### src/rtl/univ_shift_reg_seq_if.sv
// Control/data bundle for the universal shift register: the master drives commands, the slave returns contents and status.
// Latency and backpressure belong to the attached register; this file only groups the wires.
// No flow control here: busy from the slave tells the master when commands are ignored.
interface univ_shift_reg_seq_if #(
    parameter int WIDTH = 8,
    parameter int CNT_W = 4
);
    logic             en;
    logic             start;
    logic [2:0]       mode;
    logic [CNT_W-1:0] amount;
    logic [WIDTH-1:0] pdata;
    logic             sin_lsb;
    logic             sin_msb;
    logic [WIDTH-1:0] q;
    logic             sout_msb;
    logic             sout_lsb;
    logic             busy;
    logic             done;

    modport master (
        output en, start, mode, amount, pdata, sin_lsb, sin_msb,
        input  q, sout_msb, sout_lsb, busy, done
    );

    modport slave (
        input  en, start, mode, amount, pdata, sin_lsb, sin_msb,
        output q, sout_msb, sout_lsb, busy, done
    );
endinterface

### src/rtl/univ_shift_reg_seq.sv
// Universal shift register (hold/shift/rotate/ashr/load/clear) with a multi-step shift sequencer.
// Latency: en step and start edge take effect in 1 cycle; a sequenced run finishes amount edges after start, then a 1-cycle done.
// Backpressure: busy is high through RUN and DONE; start/en/mode/amount/pdata are ignored while busy.
module univ_shift_reg_seq #(
    parameter int WIDTH = 8,
    parameter int CNT_W = 4
) (
    input  logic                clk,
    input  logic                rst_n,
    univ_shift_reg_seq_if.slave bus
);

    localparam logic [2:0] M_HOLD = 3'd0;
    localparam logic [2:0] M_SHL  = 3'd1;
    localparam logic [2:0] M_SHR  = 3'd2;
    localparam logic [2:0] M_LOAD = 3'd3;
    localparam logic [2:0] M_ROL  = 3'd4;
    localparam logic [2:0] M_ROR  = 3'd5;
    localparam logic [2:0] M_ASR  = 3'd6;
    localparam logic [2:0] M_CLR  = 3'd7;

    typedef enum logic [1:0] {
        IDLE = 2'd0,
        RUN  = 2'd1,
        DONE = 2'd2
    } state_t;

    state_t           state_q, state_d;
    logic [CNT_W-1:0] cnt_q, cnt_d;
    logic [2:0]       mode_q, mode_d;
    logic [WIDTH-1:0] q_q, q_d;

    function automatic logic [WIDTH-1:0] step_op(
        input logic [2:0]       m,
        input logic [WIDTH-1:0] cur,
        input logic [WIDTH-1:0] pd,
        input logic             s_lsb,
        input logic             s_msb
    );
        logic [WIDTH-1:0] r;
        r = cur;
        case (m)
            M_HOLD: r = cur;
            M_SHL:  r = {cur[WIDTH-2:0], s_lsb};
            M_SHR:  r = {s_msb, cur[WIDTH-1:1]};
            M_LOAD: r = pd;
            M_ROL:  r = {cur[WIDTH-2:0], cur[WIDTH-1]};
            M_ROR:  r = {cur[0], cur[WIDTH-1:1]};
            M_ASR:  r = {cur[WIDTH-1], cur[WIDTH-1:1]};
            M_CLR:  r = '0;
            default: r = cur;
        endcase
        return r;
    endfunction

    // Hold, load and clear are single-shot ops: run them at the start edge instead of sequencing.
    function automatic logic is_oneshot(input logic [2:0] m);
        return (m == M_HOLD) || (m == M_LOAD) || (m == M_CLR);
    endfunction

    always_comb begin
        state_d = state_q;
        cnt_d   = cnt_q;
        mode_d  = mode_q;
        q_d     = q_q;
        case (state_q)
            IDLE: begin
                if (bus.start) begin
                    mode_d = bus.mode;
                    if (is_oneshot(bus.mode)) begin
                        q_d     = step_op(bus.mode, q_q, bus.pdata, bus.sin_lsb, bus.sin_msb);
                        cnt_d   = '0;
                        state_d = DONE;
                    end else if (bus.amount == '0) begin
                        cnt_d   = '0;
                        state_d = DONE;
                    end else begin
                        cnt_d   = bus.amount;
                        state_d = RUN;
                    end
                end else if (bus.en) begin
                    q_d = step_op(bus.mode, q_q, bus.pdata, bus.sin_lsb, bus.sin_msb);
                end
            end
            RUN: begin
                q_d   = step_op(mode_q, q_q, bus.pdata, bus.sin_lsb, bus.sin_msb);
                cnt_d = cnt_q - CNT_W'(1);
                if (cnt_q == CNT_W'(1)) begin
                    state_d = DONE;
                end
            end
            DONE: begin
                state_d = IDLE;
            end
            default: begin
                state_d = IDLE;
            end
        endcase
    end

    always_ff @(posedge clk or negedge rst_n) begin
        if (!rst_n) begin
            state_q <= IDLE;
            cnt_q   <= '0;
            mode_q  <= '0;
            q_q     <= '0;
        end else begin
            state_q <= state_d;
            cnt_q   <= cnt_d;
            mode_q  <= mode_d;
            q_q     <= q_d;
        end
    end

    assign bus.q        = q_q;
    assign bus.sout_msb = q_q[WIDTH-1];
    assign bus.sout_lsb = q_q[0];
    assign bus.busy     = (state_q != IDLE);
    assign bus.done     = (state_q == DONE);

endmodule

### src/flat_wrapper.sv
// flat-port wrapper written by rule: the top's interface ports become plain ports
module univ_shift_reg_seq_flat 
#(
    parameter int WIDTH = 8,
    parameter int CNT_W = 4
)
  (clk, rst_n, bus_en, bus_start, bus_mode, bus_amount, bus_pdata, bus_sin_lsb, bus_sin_msb, bus_q, bus_sout_msb, bus_sout_lsb, bus_busy, bus_done);
  univ_shift_reg_seq_if #(.WIDTH(WIDTH), .CNT_W(CNT_W)) bus_i ();
  input  logic clk;
  input  logic rst_n;
  input wire logic [$bits(bus_i.en)-1:0] bus_en;
  input wire logic [$bits(bus_i.start)-1:0] bus_start;
  input wire logic [$bits(bus_i.mode)-1:0] bus_mode;
  input wire logic [$bits(bus_i.amount)-1:0] bus_amount;
  input wire logic [$bits(bus_i.pdata)-1:0] bus_pdata;
  input wire logic [$bits(bus_i.sin_lsb)-1:0] bus_sin_lsb;
  input wire logic [$bits(bus_i.sin_msb)-1:0] bus_sin_msb;
  output wire logic [$bits(bus_i.q)-1:0] bus_q;
  output wire logic [$bits(bus_i.sout_msb)-1:0] bus_sout_msb;
  output wire logic [$bits(bus_i.sout_lsb)-1:0] bus_sout_lsb;
  output wire logic [$bits(bus_i.busy)-1:0] bus_busy;
  output wire logic [$bits(bus_i.done)-1:0] bus_done;
  assign bus_i.en = bus_en;
  assign bus_i.start = bus_start;
  assign bus_i.mode = bus_mode;
  assign bus_i.amount = bus_amount;
  assign bus_i.pdata = bus_pdata;
  assign bus_i.sin_lsb = bus_sin_lsb;
  assign bus_i.sin_msb = bus_sin_msb;
  assign bus_q = bus_i.q;
  assign bus_sout_msb = bus_i.sout_msb;
  assign bus_sout_lsb = bus_i.sout_lsb;
  assign bus_busy = bus_i.busy;
  assign bus_done = bus_i.done;
  univ_shift_reg_seq #(.WIDTH(WIDTH), .CNT_W(CNT_W)) u_core (.clk(clk), .rst_n(rst_n), .bus(bus_i));
endmodule
### config.mk
export PLATFORM = sky130hd
export DESIGN_NAME = univ_shift_reg_seq_flat
export DESIGN_NICKNAME = d
export VERILOG_FILES = /design/src/rtl/univ_shift_reg_seq_if.sv /design/src/rtl/univ_shift_reg_seq.sv /design/src/flat_wrapper.sv
export SDC_FILE = /design/constraint.sdc
export NUM_CORES = 1
export LEC_CHECK = 0
export CAP_MARGIN = 20
export CELL_PAD_IN_SITES_DETAIL_PLACEMENT = 0
export CELL_PAD_IN_SITES_GLOBAL_PLACEMENT = 1
export CORE_ASPECT_RATIO = 0.8
export CORE_MARGIN = 5
export CORE_UTILIZATION = 25
export CTS_BUF_LIST = sky130_fd_sc_hd__clkbuf_2
export DETAILED_ROUTE_END_ITERATION = 10
export GPL_ROUTABILITY_DRIVEN = 1
export PLACE_DENSITY_LB_ADDON = 0.1
export REMOVE_ABC_BUFFERS = 1
export SLEW_MARGIN = 20
export SYNTH_ARGS = -nofsm -noshare
export SYNTH_HDL_FRONTEND = slang
export SYNTH_SLANG_ARGS = --single-unit
### constraint.sdc
create_clock -name clk -period 1.6 [get_ports clk]
set_clock_uncertainty 0.05 [all_clocks]
set_input_delay 0.16 -clock clk [delete_from_list [all_inputs] [get_ports clk]]
set_output_delay 0.16 -clock clk [all_outputs]
set_load 0.005 [all_outputs]
==> After elaboration in Yosys (flattened, before gate mapping) <==
Cells that the tools add are included.
{ "classes": {"muxes": 15, "n_bitwise": 0, "div": 0, "eq_ne": 23, "shifts": 0, "n_mul": 0, "n_reduce_logical": 13, "magnitude_cmp": 0, "addsub": 1} }
{ "ops": {"columns": ["operator", "count"], "rows": [
  ["$pmux W8 S8", 1],
  ["$pmux W8 S7", 1],
  ["$eq A3 B3 Y1 const B", 8],
  ["$mux W8", 3],
  ["$pmux W8 S2", 1],
  ["$eq A3 B2 Y1 const B", 4],
  ["$mux W4", 3],
  ["$mux W2", 4],
  ["$pmux W4 S2", 1],
  ["$eq A3 B1 Y1 const B", 2],
  ["$logic_not A3 Y1", 2],
  ["$ne A2 B2 Y1 const B", 3],
  ["$reduce_and A2 Y1", 3],
  ["$reduce_and A5 Y1", 1],
  ["$eq A4 B1 Y1 const B", 1],
  ["$logic_not A4 Y1", 1],
  ["$pmux W2 S2", 1],
  ["$reduce_and A4 Y1", 1],
  ["$reduce_bool A2 Y1", 2],
  ["$sub A4 B1 Y4 const B", 1],
  ["$ne A3 B2 Y1 const B", 1],
  ["$ne A3 B3 Y1 const B", 1],
  ["$eq A2 B1 Y1 const B", 1],
  ["$eq A2 B2 Y1 const B", 1],
  ["other kinds (3)", 4]
]} }
{ "totals": {"register_bits": 17, "output_inout_bits": 12, "latchBits": 0, "word_cells": 57, "in_bits": 21, "ramBits": 0, "mem_bits_ro": 0, "memories": 0} }

==> Depth between registers and ports, before layout <==
{ "logic_depth": {"ltp_word": 6, "depth_mapped": 6, "mapped_depth_nobuf": 5} }

==> Least setup slack after synthesis <==
No wires, ideal clock.
{ "synth_path": {"path_type": "register -> register", "from": "register u_core.mode_q[2]", "to": "register u_core.q_q[5], in the netlist u_core.bus.q[5]", "stages_incl_launch_ff": 7, "setup_time_ps": 136, "required_ps": 1414, "setup_slack_ps": -89, "path_buffers": 2, "arrival_time_ps": 1503, "period_less_slack_ps": 1689, "cell_sequence": "dfrtp_1 -> clkbuf_1 -> or4b_1 -> nand4b_2 -> or2_1 -> buf_2 -> o31ai_1"} }
{ "synth_via": {"elab_chain_cells": 3, "elab_cells_between_ends": 12, "cone_classes": "eq/ne (8); mux (2); reduce/logical (2)"} }
{ "synth_lines": {"columns": ["item", "line", "source"], "rows": [
  ["from (decl)", "univ_shift_reg_seq.sv:30", "logic [2:0] mode_q, mode_d;"],
  ["from (signal assigned)", "univ_shift_reg_seq.sv:110", "mode_q <= mode_d;"],
  ["$eq A3 B3 Y1, or another cell as far along", "univ_shift_reg_seq.sv:42", "case (m)"],
  ["$pmux W8 S7 or $ne A2 B2 Y1 (tied branches)", null, null],
  ["$pmux W8 S2 or $reduce_and A4 Y1 (tied branches)", null, null],
  ["to (signal assigned)", "univ_shift_reg_seq.sv:111", "q_q <= q_d;"],
  ["to (decl)", "univ_shift_reg_seq.sv:31", "logic [WIDTH-1:0] q_q, q_d;"]
]} }
Parallel ways exist; a longest one is shown, timed or not.
A chain may end at the register's enable or synchronous reset.

==> Final worst setup path <==
{ "layout_path": {"from": "register u_core.state_q[0]", "to": "register u_core.q_q[1], in the netlist u_core.bus.q[1]"} }
{ "layout_via": {"elab_chain_cells": 3, "elab_cells_between_ends": 8, "cone_classes": "eq/ne (4); mux (1); reduce/logical (3)"} }
{ "layout_lines": {"columns": ["item", "line", "source"], "rows": [
  ["from (decl)", "univ_shift_reg_seq.sv:28", "state_t state_q, state_d;"],
  ["from (signal assigned)", "univ_shift_reg_seq.sv:108", "state_q <= state_d;"],
  ["$eq A2 B1 Y1 or $logic_not A2 Y1 (tied branches)", "univ_shift_reg_seq.sv:66", "case (state_q)"],
  ["$ne A2 B2 Y1 (no line), or another cell as far along", null, null],
  ["$reduce_and A4 Y1 (no line)", null, null]
]} }
Parallel ways exist; a longest one is shown, timed or not.

==> flow_metrics.py <==
metrics = {
    "final_layout": {
        "fillers": 639,
        "syn_to_final_growth_pct": 63.8,
        "final_nets": 272,
        "drive_gt1_frac": 0.359,
        "diodes": 0,
        "design_area_sq_um": 2460,
    },
    "floorplan": {
        "io_pins": 33,
        "start_util": 0.256,
        "die_w_microns": 96.7,
        "die_y_microns": 79.3,
        "dieArea_sq_um": 7670,
        "core_area_sq_um": 5880,
        "row_count": 25,
    },
    "setup_path": {
        "path_cells": "buf_6, or4b_4, nand4b_4, or2_4, o31ai_4",
        "cp-start-kind": "register",
        "critPathCaptureType": "register",
        "rr_worst_depth": 5,
        "arrival_ns": 1.88,
        "worstPathRequired_ns": 1.77,
        "cp_slowest_stage_delay_ns": 0.49,
        "r2r-start": "u_core.state_q[0]",
        "reg2reg_setup_slack_ns": -0.10,
        "crit_type": "register to register",
        "critPathTopFamily": "simple AND/OR/NAND/NOR gates",
        "cp_num_buf_inv": 1,
        "crit_path_top_delay_cell": "or4b_4",
        "r2r_end": "u_core.bus.q[1]",
        "crit_fanout": 7,
    },
    "clocking": {
        "cts_buffers": 3,
        "clk_latency_ns": 0.33,
        "cts_tree": "done",
        "postCtsHoldBufs": 0,
        "h-tree-depth": 1,
        "clockBufferDepth": 2,
        "clkTransAtPathRegs_ns": 0.21,
        "cts.sinks": 17,
        "clockRootBuffer": "clkbuf_2",
    },
    "route": {
        "wl_per_cell_microns": 17.4,
        "vias": 1732,
        "ant_nets": 0,
        "routed_via_density": 5.26,
        "dr.pass1.iters": 4,
        "wirelength_microns": 5730,
        "drtIter0Drc": 146,
        "drc": 0,
    },
    "logic_synthesis": {
        "synth-edff-count": 0,
        "yosysUniqueCellTypes": 45,
        "synth_seq_cells": 17,
        "ys_warn_count": 0,
        "synthFlopType": "dfrtp_1",
        "netlist_area_sq_um": 1500,
        "async_reset_ff_frac": 1.00,
        "netlist_instances": 181,
        "syn_avg_cell_area_sq_um": 8.30,
        "ys_seq_area_frac": 0.283,
    },
    "placed_design": {
        "numPortBuffers": 32,
        "gp_congestion": 0.896,
        "placed_cell_area_sq_um": 2170,
        "dp_slack_ns": -0.435,
        "dp_hpwl_microns": 4160,
    },
    "global_routing": {
        "grt_pass1_wl_microns": 8930,
        "overflow": 0,
        "grt_max_degree": 26,
        "antenna_found_initial": 0,
        "grt_pass1_vias": 1688,
        "grt_use_total": 0.146,
    },
    "power": {
        "worst_ir_drop_vdd_mv": 0.597,
        "leakagePower_nw": 1.03,
        "power_density_nw_per_um2": 1940,
    },
    "sta": {
        "min_period_ns": 1.70,
        "worst_slack_ns": -0.101,
        "tightestPinTransition_ns": 0.469,
        "setup-tns-final_ns": -0.790,
        "min_period_over_period": 1.06,
        "clock.fmax_mhz": 588,
        "hold_violations": 0,
        "rsz0062_at_grt": "true",
        "slew-limit-headroom": 0.687,
        "slew_violations": 0,
        "setup_violations": 12,
    },
    "flow_run": {
        "maxCapViolCount": 0,
    },
    "run_status": {
        "violations": "negative setup slack",
        "outcome": "finished, violations left",
    },
    "worst_hold_path": {
        "hold_class": "input pin to asynchronous set/reset pin",
    },
}
==> where the power goes <==
part / switching, mW / internal (mW) / total (mW)
sequential: 0.223 / 0.655 / 0.878
clock: 0.169 / 0.0567 / 0.226
combinational: 1.77 / 1.90 / 3.67
total: 2.16 / 2.61 / 4.78
==> synth_stat cells, types with 3 or more instances <==
| cell type | number | area share |
|---|---|---|
| nor2_1 | 6 | 0.015 |
| a221oi_1 | 6 | 0.035 |
| a211oi_1 | 3 | 0.015 |
| o21ai_0 | 12 | 0.040 |
| nand2b_1 | 4 | 0.017 |
| o211ai_1 | 5 | 0.025 |
| nor2b_1 | 7 | 0.029 |
| a21oi_1 | 13 | 0.043 |
| nand3_1 | 3 | 0.010 |
| dfrtp_1 | 17 | 0.28 |
| nor3_1 | 5 | 0.017 |
| a211o_1 | 6 | 0.035 |
| buf_2 | 10 | 0.033 |
| o31ai_1 | 7 | 0.035 |
| nand3b_1 | 8 | 0.040 |
| a221o_1 | 7 | 0.047 |
| inv_1 | 6 | 0.015 |
| nand2_1 | 12 | 0.030 |
| clkbuf_1 | 5 | 0.012 |
| mux2i_1 | 5 | 0.033 |
==> flip-flops by register name (all words and copies together), names as in the netlist <==
register	flops
u_core.bus.q	8
u_core.cnt_q	4
u_core.mode_q	3
u_core.state_q	2
==> per-layer routing <==
metal,GRT usage,routed length [microns]
met3,0.0176,175
met4,0.0407,53
met5,0,0
met1,0.215,2940
met2,0.223,2560
==> stage by stage <==
step	utilization	instances	hold slack, ns	total power, mW
2_1_floorplan	-	163	-0.186	2.30
3_3_place_gp	0.369	319	0.424	3.73
3_5_place_dp	0.369	319	0.436	3.76
4_1_cts	0.405	325	0.0599	4.58
5_1_grt	0.419	329	0.0550	5.10
6_report	0.419	329	0.0753	4.78
==> repair_timing <==
| item | CTS | global route |
|---|---|---|
| cloned | 0 | 0 |
| hold endpoints to repair | 0 | 0 |
| gates resized for setup | 52 | 13 |
| setup buffers | 3 | 4 |
| pin swaps | 11 | 4 |
| endpoints found under the setup margin | 23 | 21 |
==> cell families (layout without fill, tap and decap cells) <==
| kind of cell | Yosys count | in the layout | share of synthesized area |
|---|---|---|---|
| compound gates | 69 | 69 | 0.332 |
| simple gates | 61 | 61 | 0.242 |
| buf+inv | 24 | 91 | 0.0733 |
| flops | 17 | 17 | 0.283 |
| mux | 6 | 6 | 0.0408 |
| fa+ha+maj | 2 | 2 | 0.0167 |
| xor+xnor | 2 | 2 | 0.0117 |
==> worst reg2reg max path: stages (launching register included) <==
cell	delay (ns)
dfrtp_1	0.45
buf_6	0.13
or4b_4	0.49
nand4b_4	0.13
or2_4	0.26
o31ai_4	0.09
==> cell usage in the layout (no fill, tap or decap), types with 7 or more instances in the layout <==
cell             count
buf_6               10
clkdlybuf4s50_1     26
o21ai_0              8
a21oi_1             10
a221o_1              7
nand3b_1             8
dfrtp_1             14
nand2_1             12
buf_4               38
==> final cells by class <==
type	count	area, sq um	share of cell area
Multi-Input combinational cell	140	1150	0.469
Timing Repair Buffer	81	734	0.298
Sequential cell	17	429	0.174
Tap cell	81	101	0.0412
Inverter	6	22.5	0.00915
Clock buffer	3	15.0	0.00610
Clock inverter	1	5.00	0.00203
==> worst max-delay path by stage <==
stage	startpoint	slack (ns)	cells past startpoint	end
final	u_core.state_q[0]	-0.10	5	u_core.bus.q[1]
after global routing	u_core.state_q[0]	-0.15	5	u_core.bus.q[5]
after CTS	u_core.state_q[0]	-0.10	5	u_core.bus.q[5]
after detailed placement	bus_mode[2]	-0.44	6	u_core.bus.q[1]
after global placement	bus_mode[2]	-0.37	6	u_core.bus.q[1]
after floorplan	u_core.state_q[0]	-0.32	4	u_core.bus.q[7]
Power figures use the tool's default switching activity.
